--- src/rtl/tl_reg_pkg.sv ---
// Shared TileLink opcodes, FSM state type and request-classification helpers for tl_reg_slave.
package tl_reg_pkg;

  localparam logic [2:0] OP_PUT_FULL        = 3'd0;
  localparam logic [2:0] OP_PUT_PARTIAL     = 3'd1;
  localparam logic [2:0] OP_ARITH_DATA      = 3'd2;
  localparam logic [2:0] OP_LOGICAL_DATA    = 3'd3;
  localparam logic [2:0] OP_GET             = 3'd4;
  localparam logic [2:0] OP_ACCESS_ACK      = 3'd0;
  localparam logic [2:0] OP_ACCESS_ACK_DATA = 3'd1;

  typedef enum logic [1:0] {
    ST_IDLE,
    ST_REQ,
    ST_WAIT,
    ST_RESP
  } state_t;

  function automatic logic is_legal(input logic [2:0] opcode, input logic [1:0] size);
    return ((opcode == OP_GET) || (opcode == OP_PUT_FULL) || (opcode == OP_PUT_PARTIAL))
           && (size <= 2'd2);
  endfunction

  // Requests whose TileLink response carries data (Get, ArithmeticData, LogicalData).
  function automatic logic returns_data(input logic [2:0] opcode);
    return (opcode == OP_GET) || (opcode == OP_ARITH_DATA) || (opcode == OP_LOGICAL_DATA);
  endfunction

endpackage

--- src/rtl/tl_reg_timeout.sv ---
// WAIT-state watchdog for tl_reg_slave: flags expiry on the TIMEOUT-th consecutive WAIT cycle.
module tl_reg_timeout #(
  parameter int TIMEOUT = 255
) (
  input  logic clock,
  input  logic reset,
  input  logic run,
  output logic expired
);

  localparam int CW = $clog2(TIMEOUT + 1);

  logic [CW-1:0] count_q;

  assign expired = run && (count_q == CW'(TIMEOUT - 1));

  always_ff @(posedge clock or negedge reset) begin
    if (!reset) begin
      count_q <= '0;
    end else if (!run) begin
      count_q <= '0;
    end else if (!expired) begin
      count_q <= count_q + CW'(1);
    end
  end

endmodule

--- src/rtl/tl_reg_slave.sv ---
// TL-UL single-beat slave bridging one outstanding A request onto a simple register port.
// Define TL_REG_TIMEOUT_EN to answer with a denied response when the register port stalls TIMEOUT cycles.
module tl_reg_slave import tl_reg_pkg::*; #(
  parameter int ADDR_W  = 12,
  parameter int SRC_W   = 2,
  parameter int TIMEOUT = 255
) (
  input  logic              clock,
  input  logic              reset,
  input  logic              a_valid,
  input  logic [2:0]        a_opcode,
  input  logic [2:0]        a_param,
  input  logic [1:0]        a_size,
  input  logic [SRC_W-1:0]  a_source,
  input  logic [ADDR_W-1:0] a_address,
  input  logic [3:0]        a_mask,
  input  logic [31:0]       a_data,
  output logic              a_ready,
  output logic              d_valid,
  output logic [2:0]        d_opcode,
  output logic [1:0]        d_param,
  output logic [1:0]        d_size,
  output logic [SRC_W-1:0]  d_source,
  output logic              d_denied,
  output logic [31:0]       d_data,
  input  logic              d_ready,
  output logic              rq_valid,
  output logic              rq_write,
  output logic [ADDR_W-1:0] rq_addr,
  output logic [31:0]       rq_wdata,
  output logic [3:0]        rq_wmask,
  input  logic              rq_ready,
  input  logic              rs_valid,
  input  logic [31:0]       rs_rdata,
  input  logic              rs_error
);

  state_t              state_q, state_d;
  logic [2:0]          op_q;
  logic [1:0]          size_q;
  logic [SRC_W-1:0]    source_q;
  logic [ADDR_W-1:2]   addr_q;
  logic [3:0]          mask_q;
  logic [31:0]         wdata_q;
  logic [31:0]         rdata_q;
  logic                denied_q;
  logic                timeout_hit;
  logic                unused_inputs;

`ifdef TL_REG_TIMEOUT_EN
  tl_reg_timeout #(
    .TIMEOUT (TIMEOUT)
  ) u_timeout (
    .clock   (clock),
    .reset   (reset),
    .run     (state_q == ST_WAIT),
    .expired (timeout_hit)
  );
  assign unused_inputs = ^{a_param, a_address[1:0]};
`else
  assign timeout_hit   = 1'b0;
  assign unused_inputs = ^{a_param, a_address[1:0], 1'(TIMEOUT)};
`endif

  always_ff @(posedge clock or negedge reset) begin
    if (!reset) begin
      state_q <= ST_IDLE;
    end else begin
      state_q <= state_d;
    end
  end

  always_comb begin
    state_d = state_q;
    case (state_q)
      ST_IDLE: if (a_valid) state_d = is_legal(a_opcode, a_size) ? ST_REQ : ST_RESP;
      ST_REQ:  if (rq_ready) state_d = ST_WAIT;
      ST_WAIT: if (rs_valid || timeout_hit) state_d = ST_RESP;
      ST_RESP: if (d_ready) state_d = ST_IDLE;
      default: state_d = ST_IDLE;
    endcase
  end

  // Read data is cleared on A fire so denied and timed-out responses return zero.
  always_ff @(posedge clock or negedge reset) begin
    if (!reset) begin
      op_q     <= '0;
      size_q   <= '0;
      source_q <= '0;
      addr_q   <= '0;
      mask_q   <= '0;
      wdata_q  <= '0;
      rdata_q  <= '0;
      denied_q <= 1'b0;
    end else begin
      if ((state_q == ST_IDLE) && a_valid) begin
        op_q     <= a_opcode;
        size_q   <= a_size;
        source_q <= a_source;
        addr_q   <= a_address[ADDR_W-1:2];
        mask_q   <= a_mask;
        wdata_q  <= a_data;
        rdata_q  <= '0;
        denied_q <= !is_legal(a_opcode, a_size);
      end
      if (state_q == ST_WAIT) begin
        if (rs_valid) begin
          rdata_q  <= rs_rdata;
          denied_q <= rs_error;
        end else if (timeout_hit) begin
          denied_q <= 1'b1;
        end
      end
    end
  end

  assign a_ready  = (state_q == ST_IDLE) && reset;

  assign rq_valid = (state_q == ST_REQ);
  assign rq_write = rq_valid && (op_q != OP_GET);
  assign rq_addr  = {addr_q, 2'b00};
  assign rq_wdata = wdata_q;
  assign rq_wmask = !rq_valid ? 4'h0 : ((op_q == OP_GET) ? 4'hF : mask_q);

  assign d_valid  = (state_q == ST_RESP);
  assign d_opcode = returns_data(op_q) ? OP_ACCESS_ACK_DATA : OP_ACCESS_ACK;
  assign d_param  = 2'd0;
  assign d_size   = size_q;
  assign d_source = source_q;
  assign d_denied = denied_q;
  assign d_data   = (op_q == OP_GET) ? rdata_q : 32'd0;

endmodule

--- config.mk ---
export PLATFORM = sky130hd
export DESIGN_NAME = tl_reg_slave
export DESIGN_NICKNAME = d
export VERILOG_FILES = /design/src/rtl/tl_reg_pkg.sv /design/src/rtl/tl_reg_timeout.sv /design/src/rtl/tl_reg_slave.sv
export SDC_FILE = /design/constraint.sdc
export NUM_CORES = 1
export LEC_CHECK = 0
export CAP_MARGIN = 40
export CELL_PAD_IN_SITES_DETAIL_PLACEMENT = 0
export CELL_PAD_IN_SITES_GLOBAL_PLACEMENT = 1
export CORE_MARGIN = 1
export CORE_UTILIZATION = 30
export DETAILED_ROUTE_END_ITERATION = 10
export PLACE_DENSITY_LB_ADDON = 0.1
export REMOVE_ABC_BUFFERS = 1
export SLEW_MARGIN = 20
export SYNTH_ARGS = -nofsm -noshare
export SYNTH_HDL_FRONTEND = slang
export SYNTH_HIERARCHICAL = 1
export SYNTH_SLANG_ARGS = --single-unit
--- constraint.sdc ---
create_clock -name clock -period 2.25 [get_ports clock]
set_clock_uncertainty 0.1 [all_clocks]
set_input_delay 0.45 -clock clock [delete_from_list [all_inputs] [get_ports clock]]
set_output_delay 0.45 -clock clock [all_outputs]
set_load 0.02 [all_outputs]
## Yosys cells after proc, flatten, opt, wreduce, memory -nomap -nowiden

Index checks and enable logic that the tools add are counted.

- Magnitude comparators: 1
- Shift-type cells: 0
- $mul: 0
- Bitwise logic cells: 0
- Reductions and logical operators: 12
- Div/mod/pow operators: 0
- Add/subtract/negate cells: 0
- Eq/ne operators: 13
- Muxes and demuxes: 16

Operator list:

| kind | number |
|---|---|
| $mux W32 | 4 |
| $mux W2 | 5 |
| $mux W4 | 2 |
| $pmux W2 S4 | 1 |
| $eq A3 B2 Y1 const B | 2 |
| $eq A3 B3 Y1 const B | 2 |
| $eq A2 B2 Y1 const B | 2 |
| $logic_and A1 B1 Y1 | 4 |
| $logic_or A1 B1 Y1 | 4 |
| $mux W1 | 4 |
| $ne A2 B1 Y1 const B | 2 |
| $ne A2 B2 Y1 const B | 2 |
| $reduce_and A4 Y1 | 1 |
| $eq A3 B1 Y1 const B | 1 |
| $logic_not A3 Y1 | 1 |
| $ne A3 B3 Y1 const B | 1 |
| $eq A2 B1 Y1 const B | 1 |
| $le A2 B2 Y1 const B | 1 |
| $logic_not A2 Y1 | 1 |
| $logic_not A1 Y1 | 1 |

- Memory bits (writable): 0
- Bits in read-only memories: 0
- Logic and storage cells: 51
- Output and inout bits: 94
- Register bits after elaboration: 88
- Bits in latches: 0
- Memories: 0
- Input port bits: 97

## Logic depth before layout (Yosys ltp)

Gate-level depths: netlist of run 1.

- Word-level depth: 8
- Mapped depth: 7
- Depth with buffers taken out: 5

## Least setup slack after synthesis of run 1

Ideal clock, no wire load.

- Path type: flip-flop to output port
- Start: reg op_q[1]
- End: out d_data[16]
- Buffers on the path: 2
- Path slack: 421 ps
- Stages on the path, launching flop included: 5
- Required time: 1700 ps
- Data arrival time: 1279 ps
- Path through: dfrtp_1 > nor3_1 > clkbuf_1 > clkbuf_1 > and2_1

- Word-level cells in the longest chain between the ends: 2

RTL lines:

| what | RTL line | source |
|---|---|---|
| start: declaration | tl_reg_slave.sv:39 | `logic [2:0] op_q;` |
| start signal: assignment | tl_reg_slave.sv:97 | `op_q <= a_opcode;` |
| $eq A3 B3 Y1 | tl_reg_slave.sv:131 | `assign d_data = (op_q == OP_GET) ? rdata_q : 32'd0;` |
| $mux W32 | tl_reg_slave.sv:131 |  |
| end: declaration | tl_reg_slave.sv:25 | `output logic [31:0] d_data,` |

No other way between the ends.

## Worst setup path in the final report of run 1

- Start: reg op_q[2]
- End: out d_data[2]

Same word-level chain as after synthesis.

==> reports/qor.tcl, run 1 <==
set qor(worstSetupStartpoint) {op_q[2]$_DFFE_PN0P_}
set qor(gp_congestion) 0.662
set qor(r2r_endpoint) {addr_q[2]$_DFFE_PN0P_}
set qor(share_seq_of_total_power_pct) 33.7
set qor(avgSynthCellArea_um2) 14.0
set qor(status) {finished, final reports clean}
set qor(worst_r2r_path_depth) 6
set qor(total_power_mw) 7.97
set qor(setup.reg_to_reg.worst_slack_ns) 0.40
set qor(critical_path_class) {register to primary output}
set qor(synth_seq_cells) 88
set qor(worstPathMaxFanout) 19
set qor(chipHeight_um) 113
set qor(count_of_synthesis_stage_warnings_from_yosys) 6
set qor(p_leak_nw) 2.67
set qor(cts_root_buffer) {sky130_fd_sc_hd__clkbuf_16}
set qor(pin_slew_with_the_least_headroom_to_its_limit_ns) 0.532
set qor(area_growth_pct) 59.5
set qor(tritoncts.num_buffers) 9
set qor(final_layout_size_suffix_gt1_share_pct) 28.0
set qor(antenna-diode-count) 0
set qor(pin_count_of_the_biggest_net_entering_global_routing) 54
set qor(hold_path_end) {rdata_q[6]$_DFF_PN0_}
set qor(relSlewSlack_pct) 64.6
set qor(final_hold_violation_count) 0
set qor(ctsLongestPathBuffers) 2
set qor(via_count_of_the_first_global_routing_pass) 2841
set qor(critical_path_arrival_ns) 1.61
set qor(tritoncts_num_sinks) 88
set qor(final.setup.worst_slack_ns) 0.0903
set qor(placement.setup.worst_slack_ns) 0.0618
set qor(placement_rows) 40
set qor(synth_sequential_area_ratio_pct) 60.1
set qor(h-tree-depth) 3
set qor(power_density_mw_per_mm2) 1360
set qor(die_w_um) 113
set qor(antenna_violations_before_repair) 0
set qor(coreArea_mm2) 0.0120
set qor(clk-insertion-delay-late_ns) 0.33
set qor(vdd.ir_drop.worst_mv) 0.691
set qor(switching_fraction_pct) 34.8
set qor(hold_class) {register to register}
set qor(timing.critical_path.from_type) {register}
set qor(vias) 2749
set qor(crit-reg2reg-launch) {state_q[0]$_DFFE_PN0P_}
set qor(cap_violations) 0
set qor(layout.cells.most_common) {sky130_fd_sc_hd__clkdlybuf4s50_1}
set qor(hold_start) {rdata_q[6]$_DFF_PN0_}
set qor(route.antenna.remaining_nets) 0
set qor(place.detailed.hpwl_mm) 6.24
set qor(wl_per_cell_um) 15.4
set qor(cts_tree) {done}
set qor(post-route-min-period_ns) 2.16
set qor(drc) 0
set qor(path_clk_slew_ns) 0.06
set qor(fin_util_pct) 48.9
set qor(share_clk_of_total_power_pct) 18.0
set qor(synthCells) 261
set qor(timing.final.max_slew_violations) 0
set qor(port-buffer-count) 179
set qor(most-common-layout-cells) {sky130_fd_sc_hd__clkdlybuf4s50_1 (138), sky130_fd_sc_hd__dfrtp_1 (88), sky130_fd_sc_hd__mux2_2 (54), sky130_fd_sc_hd__and2_1 (34), sky130_fd_sc_hd__a22o_1 (32)}
set qor(via_per_inst) 4.57
set qor(boundaryPins) 191
set qor(critPathRequiredTime_ns) 1.70
set qor(setup_viol) 0
set qor(syn-cell-area_mm2) 0.00366
set qor(synth.lib_cells_used.distinct) 23
set qor(detail_route.first_pass.iterations) 4
set qor(intPower_mw) 5.20
set qor(grt_setup_unrepaired) {no}
set qor(n_fill_cell) 1142
set qor(max_clock_freq_mhz) 463
set qor(globalRouteOverflowTotal) 0
set qor(initialDrtViolationCount) 78
set qor(period_share_pct) 96.0
set qor(initial_core_util_pct) 30.6
set qor(nets) 551
set qor(switchingPower_mw) 2.77
set qor(detail_route.wirelength_mm) 9.24
set qor(fp.dieArea_mm2) 0.0127
set qor(end_kind) {primary output}
set qor(global_route.usage.total_pct) 15.2
set qor(grt_pass1_wl_mm) 14.7
set qor(comb_power_share_pct) 48.3
set qor(min_path_cells) 1
cell families after synthesis:
| family | after synthesis | synth area share, % |
|---|---|---|
| buffers and inverters | 26 | 3.62 |
| AND/OR/NAND/NOR | 42 | 7.00 |
| multiplexers | 55 | 16.9 |
| other | 1 | 0.102 |
| AO/OA/AOI/OAI | 44 | 10.6 |
| flip-flops | 88 | 60.1 |
| adder cells (fa/ha/maj) | 5 | 1.71 |
power by group through the flow:
stage	Combinational, mW	Sequential, mW	Clock, mW
floorplan	1.55	3.20	0
global placement	3.89	2.68	0
detailed placement	3.93	2.71	0
CTS	3.95	2.69	1.49
global route	4.12	2.79	1.57
finish	3.85	2.69	1.44
per-layer routing:
| metal | up-vias | wire length [um] | track usage [%] |
|---|---|---|---|
| li1 | 1284 | - | - |
| met1 | 1321 | 4180 | 20.0 |
| met2 | 132 | 3950 | 22.4 |
| met3 | 12 | 942 | 5.78 |
| met4 | 0 | 161 | 6.67 |
| met5 | - | 0 | 0 |
worst max-delay path by stage:
stage	to	cells after the start
after global routing	rq_wmask[3]	7
after CTS	rq_wmask[2]	7
after detailed placement	d_data[5]	4
after floorplan	d_data[0]	2
final	d_data[2]	7
after global placement	d_data[5]	4
critical path, cell delays in order (launching register included):
cell,delay [ns]
sky130_fd_sc_hd__dfrtp_1,0.34
sky130_fd_sc_hd__inv_1,0.07
sky130_fd_sc_hd__nor3_4,0.19
sky130_fd_sc_hd__buf_4,0.13
sky130_fd_sc_hd__buf_6,0.10
sky130_fd_sc_hd__buf_16,0.14
sky130_fd_sc_hd__and2_1,0.13
sky130_fd_sc_hd__buf_2,0.16
cells in the mapped netlist:
cell type	instances	share of area, %
sky130_fd_sc_hd__inv_1	3	0.31
sky130_fd_sc_hd__mux2i_1	1	0.27
sky130_fd_sc_hd__mux2_2	54	17
sky130_fd_sc_hd__ha_1	5	1.7
sky130_fd_sc_hd__nor2_1	2	0.20
sky130_fd_sc_hd__buf_2	10	1.4
sky130_fd_sc_hd__a22o_1	32	7.6
sky130_fd_sc_hd__a311oi_1	1	0.24
sky130_fd_sc_hd__clkbuf_1	6	0.61
sky130_fd_sc_hd__conb_1	1	0.10
sky130_fd_sc_hd__a21oi_2	1	0.24
sky130_fd_sc_hd__nor2b_1	4	0.68
sky130_fd_sc_hd__a21o_1	2	0.41
sky130_fd_sc_hd__dfrtp_1	88	60
sky130_fd_sc_hd__nor3_1	1	0.14
sky130_fd_sc_hd__a221oi_1	1	0.24
sky130_fd_sc_hd__o21a_1	4	0.82
sky130_fd_sc_hd__a21oi_1	2	0.27
sky130_fd_sc_hd__a2111oi_4	1	0.75
sky130_fd_sc_hd__nand2_2	1	0.17
sky130_fd_sc_hd__buf_4	6	1.2
sky130_fd_sc_hd__inv_2	1	0.10
sky130_fd_sc_hd__and2_1	34	5.8
cell type report:
class | count | area, um2 | area share [%]
Sequential cell | 88 | 2200 | 37.7
Multi-Input combinational cell | 152 | 1360 | 23.3
Clock inverter | 2 | 12.5 | 0.214
Tap cell | 147 | 184 | 3.15
Timing Repair Buffer | 194 | 1800 | 30.7
Inverter | 4 | 15.0 | 0.257
Clock buffer | 14 | 274 | 4.69
stage by stage:
stage               setup TNS, ns  hold WS (ns)  cells  area, um2
floorplan                  -17.58        0.0544    244       3570
global placement                0         0.360    579       5650
detailed placement              0         0.356    580       5680
CTS                             0         0.395    601       5940
global route                    0         0.402    601       5850
finish                          0         0.389    601       5850
registers in the layout, indices dropped and copies added, names as in the netlist:
name	cells
op_q	3
rdata_q	32
d_denied	1
mask_q	4
d_size	2
addr_q	10
rq_wdata	32
d_source	2
state_q	2
timing repair:
| action | 4_1_cts | 5_1_grt |
|---|---|---|
| hold endpoints to repair | 22 | 0 |
| setup buffers | 3 | 0 |
| endpoints found under the setup margin | 40 | 24 |
| resized for setup | 97 | 43 |
| gates cloned | 1 | 0 |
| pin swaps | 1 | 0 |
| hold buffers | 1 | 0 |
Note: power is estimated with default switching activity, not from simulation.
==> run 2: changes to the inputs <==
==> constraint.sdc (replaced) <==
create_clock -name clock -period 2.25 [get_ports clock]
set_clock_uncertainty 0.1 [all_clocks]
set_input_delay 0.675 -clock clock [delete_from_list [all_inputs] [get_ports clock]]
set_output_delay 0.675 -clock clock [all_outputs]
set_load 0.02 [all_outputs]
==> run 2 against run 1 <==
The flow now finishes with violations (negative setup slack). Via count increased by 0.51%. Clock power increased by 3%. Worst hold slack got worse by 0.18 ns. Critical path depth decreased by 2. Largest cell class unchanged. Largest power group unchanged.
==> reports/qor.tcl, run 2 (same netlist as run 1, synthesis figures left out) <==
set qor(finalHoldWorstSlack_ns) 0.207 ;# was 0.389 ns
set qor(wl_per_cell_um) 14.8 ;# was 15.4 um
set qor(global_route.usage.total_pct) 14.9 ;# was 15.2%
set qor(timing.final.max_slew_violations) 0 ;# unchanged
set qor(coreArea_mm2) 0.0120 ;# unchanged
set qor(clk-insertion-delay-late_ns) 0.33 ;# about the same
set qor(period_share_pct) 101 ;# was 96.0%
set qor(most-common-layout-cells) {sky130_fd_sc_hd__clkdlybuf4s50_1 (137), sky130_fd_sc_hd__dfrtp_1 (88), sky130_fd_sc_hd__mux2_2 (54), sky130_fd_sc_hd__a22o_1 (32), sky130_fd_sc_hd__buf_6 (30)} ;# was sky130_fd_sc_hd__clkdlybuf4s50_1 (138), sky130_fd_sc_hd__dfrtp_1 (88), sky130_fd_sc_hd__mux2_2 (54), sky130_fd_sc_hd__and2_1 (34), sky130_fd_sc_hd__a22o_1 (32)
set qor(n_fill_cell) 1098 ;# was 1142
set qor(post-route-min-period_ns) 2.28 ;# was 2.16 ns
set qor(setup_viol) 11 ;# was 0
set qor(total_power_mw) 8.29 ;# was 7.97 mW
set qor(initial_core_util_pct) 30.6 ;# unchanged
set qor(placed_cells_incl_taps) 590 ;# was 580
set qor(via_per_inst) 4.54 ;# was 4.57
set qor(grt_setup_unrepaired) {yes} ;# was no
set qor(antenna_violations_before_repair) 0 ;# unchanged
set qor(place.detailed.hpwl_mm) 6.30 ;# was 6.24 mm
set qor(fin_tns_setup_ns) -0.197 ;# was 0 ns
set qor(final_layout_size_suffix_gt1_share_pct) 32.5 ;# was 28.0%
set qor(route.antenna.remaining_nets) 0 ;# unchanged
set qor(die_w_um) 113 ;# unchanged
set qor(path_clk_slew_ns) 0.06 ;# about the same
set qor(vias) 2763 ;# was 2749
set qor(detail_route.first_pass.iterations) 6 ;# was 4
set qor(fp.dieArea_mm2) 0.0127 ;# unchanged
set qor(status) {finished with violations} ;# was finished, final reports clean
set qor(cts_tree) {done} ;# unchanged
set qor(critPathRequiredTime_ns) 1.47 ;# was 1.70 ns
set qor(worst_r2r_path_depth) 6 ;# unchanged
set qor(cts_hold_buffers) 0 ;# was 1
set qor(port-buffer-count) 179 ;# unchanged
set qor(max_clock_freq_mhz) 439 ;# was 463 MHz
set qor(fin_util_pct) 51.4 ;# was 48.9%
set qor(worstPathMaxFanout) 6 ;# was 19
set qor(final.setup.worst_slack_ns) -0.0259 ;# was 0.0903 ns
set qor(pin_count_of_the_biggest_net_entering_global_routing) 47 ;# was 54
set qor(area_growth_pct) 67.6 ;# was 59.5%
set qor(cts_root_buffer) {sky130_fd_sc_hd__clkbuf_16} ;# unchanged
set qor(timing.critical_path.from_type) {register} ;# unchanged
set qor(nets) 558 ;# was 551
set qor(antenna-diode-count) 0 ;# unchanged
set qor(chipHeight_um) 113 ;# unchanged
set qor(grt_pass1_wl_mm) 14.7 ;# unchanged
set qor(initialDrtViolationCount) 81 ;# was 78
set qor(drc) 0 ;# unchanged
set qor(layout.cells.most_common) {sky130_fd_sc_hd__clkdlybuf4s50_1} ;# unchanged
set qor(critical_path_class) {register to primary output} ;# unchanged
set qor(globalRouteOverflowTotal) 0 ;# unchanged
set qor(gp_congestion) 0.678 ;# was 0.662
set qor(final_hold_violation_count) 0 ;# unchanged
set qor(ctsLongestPathBuffers) 2 ;# unchanged
set qor(h-tree-depth) 3 ;# unchanged
set qor(hold_class) {input port to asynchronous set/reset pin} ;# was register to register
set qor(power_density_mw_per_mm2) 1350 ;# was 1360 mW/mm2
set qor(critical_path_arrival_ns) 1.50 ;# was 1.61 ns
set qor(vdd.ir_drop.worst_mv) 0.748 ;# was 0.691 mV
set qor(p_leak_nw) 2.77 ;# was 2.67 nW
set qor(cap_violations) 0 ;# unchanged
set qor(boundaryPins) 191 ;# unchanged
set qor(end_kind) {primary output} ;# unchanged
set qor(tritoncts_num_sinks) 88 ;# unchanged
set qor(via_count_of_the_first_global_routing_pass) 2887 ;# was 2841
set qor(violations_in_the_final_reports) {negative setup slack}
set qor(detail_route.wirelength_mm) 9.01 ;# was 9.24 mm
set qor(stdcell_count) 608 ;# was 601
set qor(tritoncts.num_buffers) 9 ;# unchanged
set qor(placement_rows) 40 ;# unchanged
run 2: final cells by class:
class	count	area, um2	share of cell area, %
well taps	147	184	2.99
clock buffers	15	298	4.85
repair buffers	201	2040	33.3
flip-flops and latches	88	2200	35.8
multi-input cells	152	1390	22.7
clock inverters	1	7.51	0.122
inverters	4	15.0	0.244
run 2: worst max-delay path, stage by stage (launching register included):
cell	delay [ns]
sky130_fd_sc_hd__dfrtp_1	0.40
sky130_fd_sc_hd__nor3_4	0.26
sky130_fd_sc_hd__buf_6	0.16
sky130_fd_sc_hd__buf_12	0.11
sky130_fd_sc_hd__and2_4	0.13
sky130_fd_sc_hd__buf_6	0.11
run 2: power by group:
group          switching (mW)  leakage [nW]  internal [mW]
logic                    1.85          1.54           2.25
registers               0.363          1.08           2.33
clock network           0.583         0.148          0.901
total                    2.80          2.77           5.49
run 2: timing repair:
item	4_1_cts	5_1_grt
cloned	0	0
endpoints found under the hold margin	0	0
gates resized for setup	195	45
endpoints found under the setup margin	41	38
pin swaps	1	8
setup buffers	0	2
run 2: stage by stage:
step                area (um2)  worst slack [ns]
floorplan                 3570            -0.682
global placement          5720            -0.194
detailed placement        5750            -0.183
CTS                       5980            -0.109
global route              6140           -0.0950
finish                    6140           -0.0259
run 2: layer usage:
| metal | global-route usage [%] | share of wire, % | up-vias |
|---|---|---|---|
| met5 | 0 | 0 | - |
| met4 | 4.53 | 1.0 | 0 |
| met3 | 6.86 | 10 | 9 |
| met2 | 22.6 | 44 | 122 |
| met1 | 19.1 | 45 | 1337 |
| li1 | - | - | 1295 |
run 2: path summary, 6_finish.rpt:
path,start,to,slack (ns)
worst max-delay path,op_q[1]$_DFFE_PN0P_,d_data[2],-0.03
worst min-delay path,reset,rdata_q[20]$_DFF_PN0_,0.21
worst max register to register,state_q[0]$_DFFE_PN0P_,state_q[1]$_DFFE_PN0P_,0.33
worst min register to register,rdata_q[28]$_DFF_PN0_,rdata_q[28]$_DFF_PN0_,0.39
max in group asynchronous,reset,addr_q[7]$_DFFE_PN0P_,0.94
min in group clock,rdata_q[28]$_DFF_PN0_,rdata_q[28]$_DFF_PN0_,0.39
==> run 3: changes to the inputs <==
--- a/config.mk
+++ b/config.mk
@@ -8,9 +8,11 @@
 export CAP_MARGIN = 40
 export CELL_PAD_IN_SITES_DETAIL_PLACEMENT = 0
 export CELL_PAD_IN_SITES_GLOBAL_PLACEMENT = 1
+export CORE_ASPECT_RATIO = 1.1
 export CORE_MARGIN = 1
-export CORE_UTILIZATION = 30
+export CORE_UTILIZATION = 32
 export DETAILED_ROUTE_END_ITERATION = 10
+export MAX_ROUTING_LAYER = met4
 export PLACE_DENSITY_LB_ADDON = 0.1
 export REMOVE_ABC_BUFFERS = 1
 export SLEW_MARGIN = 20
==> constraint.sdc (replaced) <==
create_clock -name clock -period 2.63 [get_ports clock]
set_clock_uncertainty 0.1 [all_clocks]
set_input_delay 0.789 -clock clock [delete_from_list [all_inputs] [get_ports clock]]
set_output_delay 0.789 -clock clock [all_outputs]
set_load 0.02 [all_outputs]
==> run 3 against run 2 <==
The flow now finishes without violations. Global-route usage is 0.70 points higher. Worst hold slack better by 0.18 ns. Register-to-register slack better by 0.46 ns. Wire length hardly changed. Worst setup slack better by 0.093 ns. First-iteration DRC count is 33% lower. Power is 18% lower. Core utilization is 2.2 points higher. Die area is 6.1% lower. Combinational power is 22% lower. Critical endpoint is now d_data[6]. Largest power group unchanged.
==> reports/qor.tcl, run 3 (same netlist as run 1, synthesis figures left out) <==
set qor(cts_root_buffer) {sky130_fd_sc_hd__clkbuf_16} ;# unchanged
set qor(placement_rows) 40 ;# unchanged
set qor(h-tree-depth) 3 ;# unchanged
set qor(switchingPower_mw) 2.35 ;# was 2.80 mW
set qor(stdcell_count) 595 ;# was 608
set qor(port-buffer-count) 179 ;# unchanged
set qor(pin_slew_with_the_least_headroom_to_its_limit_ns) 0.586
set qor(boundaryPins) 191 ;# unchanged
set qor(period_share_pct) 97.5
set qor(worstPathMaxFanout) 20 ;# was 6
set qor(comb_power_share_pct) 47.4 ;# was 49.6%
set qor(grt_setup_unrepaired) {yes} ;# unchanged
set qor(hold_class) {register to register} ;# was input port to asynchronous set/reset pin
set qor(relSlewSlack_pct) 60.9
set qor(finalHoldWorstSlack_ns) 0.386 ;# was 0.207 ns
set qor(worst_r2r_path_depth) 6 ;# unchanged
set qor(layout.cells.most_common) {sky130_fd_sc_hd__clkdlybuf4s50_1} ;# unchanged
set qor(crit-reg2reg-launch) {state_q[0]$_DFFE_PN0P_} ;# unchanged
set qor(intPower_mw) 4.42 ;# was 5.49 mW
set qor(setup_viol) 0 ;# was 11
set qor(initial_core_util_pct) 33.3 ;# was 30.6%
set qor(most-common-layout-cells) {sky130_fd_sc_hd__clkdlybuf4s50_1 (138), sky130_fd_sc_hd__dfrtp_1 (88), sky130_fd_sc_hd__mux2_2 (54), sky130_fd_sc_hd__and2_1 (34), sky130_fd_sc_hd__a22o_1 (32)} ;# was sky130_fd_sc_hd__clkdlybuf4s50_1 (137), sky130_fd_sc_hd__dfrtp_1 (88), sky130_fd_sc_hd__mux2_2 (54), sky130_fd_sc_hd__a22o_1 (32), sky130_fd_sc_hd__buf_6 (30)
set qor(final_layout_size_suffix_gt1_share_pct) 18.8 ;# was 32.5%
set qor(detail_route.wirelength_mm) 9.00 ;# was 9.01 mm
set qor(n_fill_cell) 990 ;# was 1098
set qor(clk-insertion-delay-late_ns) 0.33 ;# about the same
set qor(critPathRequiredTime_ns) 1.74 ;# was 1.47 ns
set qor(post-route-min-period_ns) 2.56
set qor(global_route.usage.total_pct) 15.6 ;# was 14.9%
set qor(wl_per_cell_um) 15.1 ;# was 14.8 um
set qor(die_w_um) 104 ;# was 113 um
set qor(min_path_cells) 1
set qor(drc) 0 ;# unchanged
set qor(share_clk_of_total_power_pct) 18.5 ;# was 17.9%
set qor(place.detailed.hpwl_mm) 6.24 ;# was 6.30 mm
set qor(tritoncts_num_sinks) 88 ;# unchanged
set qor(via_count_of_the_first_global_routing_pass) 2800 ;# was 2887
set qor(timing.critical_path.from_type) {register} ;# unchanged
set qor(total_power_mw) 6.77 ;# was 8.29 mW
set qor(max_clock_freq_mhz) 390
set qor(vias) 2706 ;# was 2763
set qor(detail_route.first_pass.iterations) 4 ;# was 6
set qor(p_leak_nw) 2.69 ;# was 2.77 nW
set qor(route.antenna.remaining_nets) 0 ;# unchanged
set qor(r2r_endpoint) {rq_wdata[9]$_DFFE_PN0P_} ;# was state_q[1]$_DFFE_PN0P_
set qor(fin_util_pct) 53.5 ;# was 51.4%
set qor(cap_violations) 0 ;# unchanged
set qor(chipHeight_um) 114 ;# was 113 um
set qor(vdd.ir_drop.worst_mv) 0.570 ;# was 0.748 mV
set qor(hold_path_end) {rdata_q[21]$_DFF_PN0_}
set qor(end_kind) {primary output} ;# unchanged
set qor(area_growth_pct) 60.8 ;# was 67.6%
set qor(critical_path_class) {register to primary output} ;# unchanged
set qor(hold_start) {rdata_q[21]$_DFF_PN0_}
set qor(switching_fraction_pct) 34.8 ;# was 33.8%
set qor(setup.reg_to_reg.worst_slack_ns) 0.79 ;# was 0.33 ns
set qor(share_seq_of_total_power_pct) 34.1 ;# was 32.5%
set qor(critical_path_arrival_ns) 1.67 ;# was 1.50 ns
set qor(gp_congestion) 0.719 ;# was 0.678
set qor(globalRouteOverflowTotal) 0 ;# unchanged
set qor(antenna_violations_before_repair) 0 ;# unchanged
set qor(coreArea_mm2) 0.0110 ;# was 0.0120 mm2
set qor(placed_cells_incl_taps) 579 ;# was 590
set qor(ctsLongestPathBuffers) 2 ;# unchanged
set qor(path_clk_slew_ns) 0.06 ;# about the same
set qor(via_per_inst) 4.55 ;# was 4.54
set qor(timing.final.max_slew_violations) 0 ;# unchanged
set qor(cts_tree) {done} ;# unchanged
set qor(final_hold_violation_count) 0 ;# unchanged
set qor(antenna-diode-count) 0 ;# unchanged
set qor(grt_pass1_wl_mm) 14.0 ;# was 14.7 mm
set qor(power_density_mw_per_mm2) 1150 ;# was 1350 mW/mm2
set qor(fp.dieArea_mm2) 0.0119 ;# was 0.0127 mm2
set qor(fin_tns_setup_ns) 0 ;# was -0.197 ns
set qor(cts_hold_buffers) 0 ;# unchanged
set qor(tritoncts.num_buffers) 9 ;# unchanged
set qor(initialDrtViolationCount) 54 ;# was 81
set qor(status) {finished, final reports clean} ;# was finished with violations
set qor(nets) 545 ;# was 558
set qor(pin_count_of_the_biggest_net_entering_global_routing) 54 ;# was 47
==> run 3: cell types whose count changed in the layout (fill, tap and decap cells not counted), sizes merged <==
cell           change
clkinvlp           +2
buf               -52
clkdlybuf4s50      +1
clkinv             +1
bufinv             +1
clkdlybuf4s15      +9
clkbuf             -4
dlygate4sd2       +29
==> run 3: worst max-delay path by stage <==
stage                   startpoint          to  slack [ns]
4_1_cts        op_q[1]$_DFFE_PN0P_  d_data[15]        0.02
3_5_place_dp   op_q[1]$_DFFE_PN0P_  d_data[15]        0.07
5_1_grt        op_q[1]$_DFFE_PN0P_  d_data[23]      -0.004
6_report       op_q[1]$_DFFE_PN0P_   d_data[6]        0.07
2_1_floorplan  op_q[1]$_DFFE_PN0P_   d_data[0]       -0.42
3_3_place_gp   op_q[1]$_DFFE_PN0P_  d_data[15]        0.06
==> run 3: layout make-up <==
cell class / count / area (um2) / share of cell area [%]
Timing Repair Buffer: 188 / 1840 / 31.2
Multi-Input combinational cell: 152 / 1360 / 23.1
Tap cell: 147 / 184 / 3.12
Clock buffer: 11 / 233 / 3.95
Sequential cell: 88 / 2200 / 37.4
Inverter: 4 / 15.0 / 0.255
Clock inverter: 5 / 57.6 / 0.977
==> run 3: critical path, cell delays in order, from the launching register on <==
cell,delay [ns]
sky130_fd_sc_hd__dfrtp_1,0.42
sky130_fd_sc_hd__nor3_4,0.25
sky130_fd_sc_hd__buf_6,0.21
sky130_fd_sc_hd__and2_1,0.14
sky130_fd_sc_hd__dlygate4sd2_1,0.33
==> run 3: timing repair <==
action / CTS / global route
endpoints found under the setup margin: 40 / 10
gates resized for setup: 44 / 9
setup buffers: 0 / 0
==> run 3: per-layer routing <==
layer | track usage [%] | vias to the layer above | part of all wire (%)
met4 | 6.57 | 0 | 1.3
li1 | - | 1271 | -
met5 | - | - | 0
met2 | 23.3 | 116 | 46
met3 | 4.15 | 9 | 7.0
met1 | 20.1 | 1310 | 46
==> run 3: power by group through the flow <==
stage	clock network (mW)	registers, mW	logic (mW)
after detailed placement	0	2.32	3.31
final	1.25	2.31	3.21
after global placement	0	2.29	3.30
after floorplan	0	2.74	1.33
after global routing	1.35	2.38	3.42
after CTS	1.29	2.31	3.26
==> run 3: per-stage QoR <==
stage / area [um2] / worst slack [ns]
after global placement: 5620 / 0.0641
after global routing: 5890 / -0.00439
after detailed placement: 5620 / 0.0681
after floorplan: 3570 / -0.416
after CTS: 5880 / 0.0193
final: 5890 / 0.0666
==> edit, RTL diff (settings of run 1) <==
Build with the macro `TL_REG_TIMEOUT_EN` defined.
--- a/src/rtl/tl_reg_slave.sv
+++ b/src/rtl/tl_reg_slave.sv
@@ -1,5 +1,7 @@
 // TL-UL single-beat slave bridging one outstanding A request onto a simple register port.
 // Define TL_REG_TIMEOUT_EN to answer with a denied response when the register port stalls TIMEOUT cycles.
+`define TL_REG_TIMEOUT_EN
+
 module tl_reg_slave import tl_reg_pkg::*; #(
   parameter int ADDR_W  = 12,
   parameter int SRC_W   = 2,
Formal check against the unedited RTL: same outputs for any inputs over 10 cycles, from zero or initial values and one cycle with reset low; that may be too few to reach the edited logic, so the function may still have changed.
==> edit against run 1 <==
- setup slack improved by 25 ps
- routed wire length is 17% higher
- sequential power rose by 6%
- synthesized area grew 14%
- sequential cell count up 8
- non-clock buffer count grew 8
- critical path depth down 2
- combinational power is 4% higher
- design area up 10%
- cell count up 14%
- count of clock-buffer cells in the layout down 5
- total power increased by 4.6%
- critical path type unchanged
==> edit: results (changes against run 1) <==
Outcome
  – Status: finished, final reports clean

Power and ir drop
  – Leakage power: 2.959 nW (+11%)
  – VDD IR max: 0.0007025 V (+1.7%)

Global route
  – Met2 usage: 24.17% (+1.8 points)
  – First-pass GRT wire length: 17020 µm (+16%)
  – Met1 Use GR: 18.93% (-1.1 points)
  – Largest net degree at the start of global routing: 62 (+15%)
  – GR Util met3: 6.557% (+0.78 points)
  – Tot GR Track Use: 15.53% (+0.28 points)

Logic synthesis
  – Netlist cell types: 42 (+83%)
  – Sequential area share after synthesis: 57.30% (-2.8 points)
  – Top cells by count, synth: 96 x dfrtp_1, 49 x mux2_1, 33 x and2_1
  – Syn avg cell area: 13.57 µm² (-3.4%)
  – Synth top area cells: dfrtp_1 57%, mux2_1 13%, a22o_1 6.7%

STA
  – Worst hold slack: 63.37 ps (-325.5 ps)

Placement
  – DP Cell Count: 663 (+14%)
  – GP Congestion: 0.7469 (+13%)

Min path
  – Hold Crit Class: primary input to async pin

Drt
  – DR WL met3: 1093 µm (+16%)
  – Routed WL: 10790 µm (+17%)
  – Starting DRT DRC Count: 112 (+44%)

Cells and area
  – Layout net count: 609 (+11%)
  – Share of layout cells above drive strength 1: 17.68% (-10 points)

Worst setup path
  – R2R cell count: 8 (+2)
  – Worst reg2reg path startpoint: u_timeout/count_q[0]
  – Crit path max fanout: 3 (-16)
  – R2R setup slack: 160 ps (-240 ps)
==> edit: timing repair <==
| item | CTS | global route |
|---|---|---|
| endpoints found under the setup margin | 40 | 29 |
| gates resized for setup | 130 | 29 |
| endpoints found under the hold margin | 0 | 0 |
| gates cloned | 1 | 0 |
| pin swaps | 1 | 1 |
| buffers inserted | 3 | 2 |
==> edit: layout make-up <==
type | count | area [µm²]
tap | 176 | 220.2
inverter | 7 | 26.28
fill | 1267 | 6994
sequential | 96 | 2402
clock buffer | 9 | 225.2
timing repair buffer | 202 | 1879
clock inverter | 6 | 61.31
multi-input combinational | 189 | 1644
==> edit: per-stage QoR <==
stage / total power [mW] / worst slack (ps)
after global placement: 6.787 / 29.98
after floorplan: 4.881 / -446.1
after CTS: 8.546 / 1.518
final: 8.339 / 115.5
after detailed placement: 6.909 / 19.68
after global routing: 8.873 / 15.49
==> edit: cells by family after synthesis <==
group | synth area share, %
AO/OA/AOI/OAI | 11.37
adder cells (fa/ha/maj) | 2.089
multiplexers | 15.43
AND/OR/NAND/NOR | 9.221
other | 0.08944
flip-flops | 57.30
buffers and inverters | 4.506
==> edit: report_power, final <==
| part | leakage, nW | internal (mW) | switching [mW] |
|---|---|---|---|
| Combinational | 1.63 | 2.03 | 1.95 |
| Sequential | 1.19 | 2.48 | 0.369 |
| Clock | 0.141 | 0.851 | 0.648 |
| Total | 2.96 | 5.37 | 2.97 |
==> edit: how the worst max path moves through the flow <==
stage	from	to	slack [ps]
after global routing	u_timeout/count_q[0]	state_q[1]	20
after floorplan	op_q[1]	d_data[0]	-450
after detailed placement	op_q[2]	d_data[5]	20
final	state_q[1]	a_ready	120
after global placement	op_q[2]	d_data[5]	30
after CTS	op_q[1]	rq_wmask[1]	2
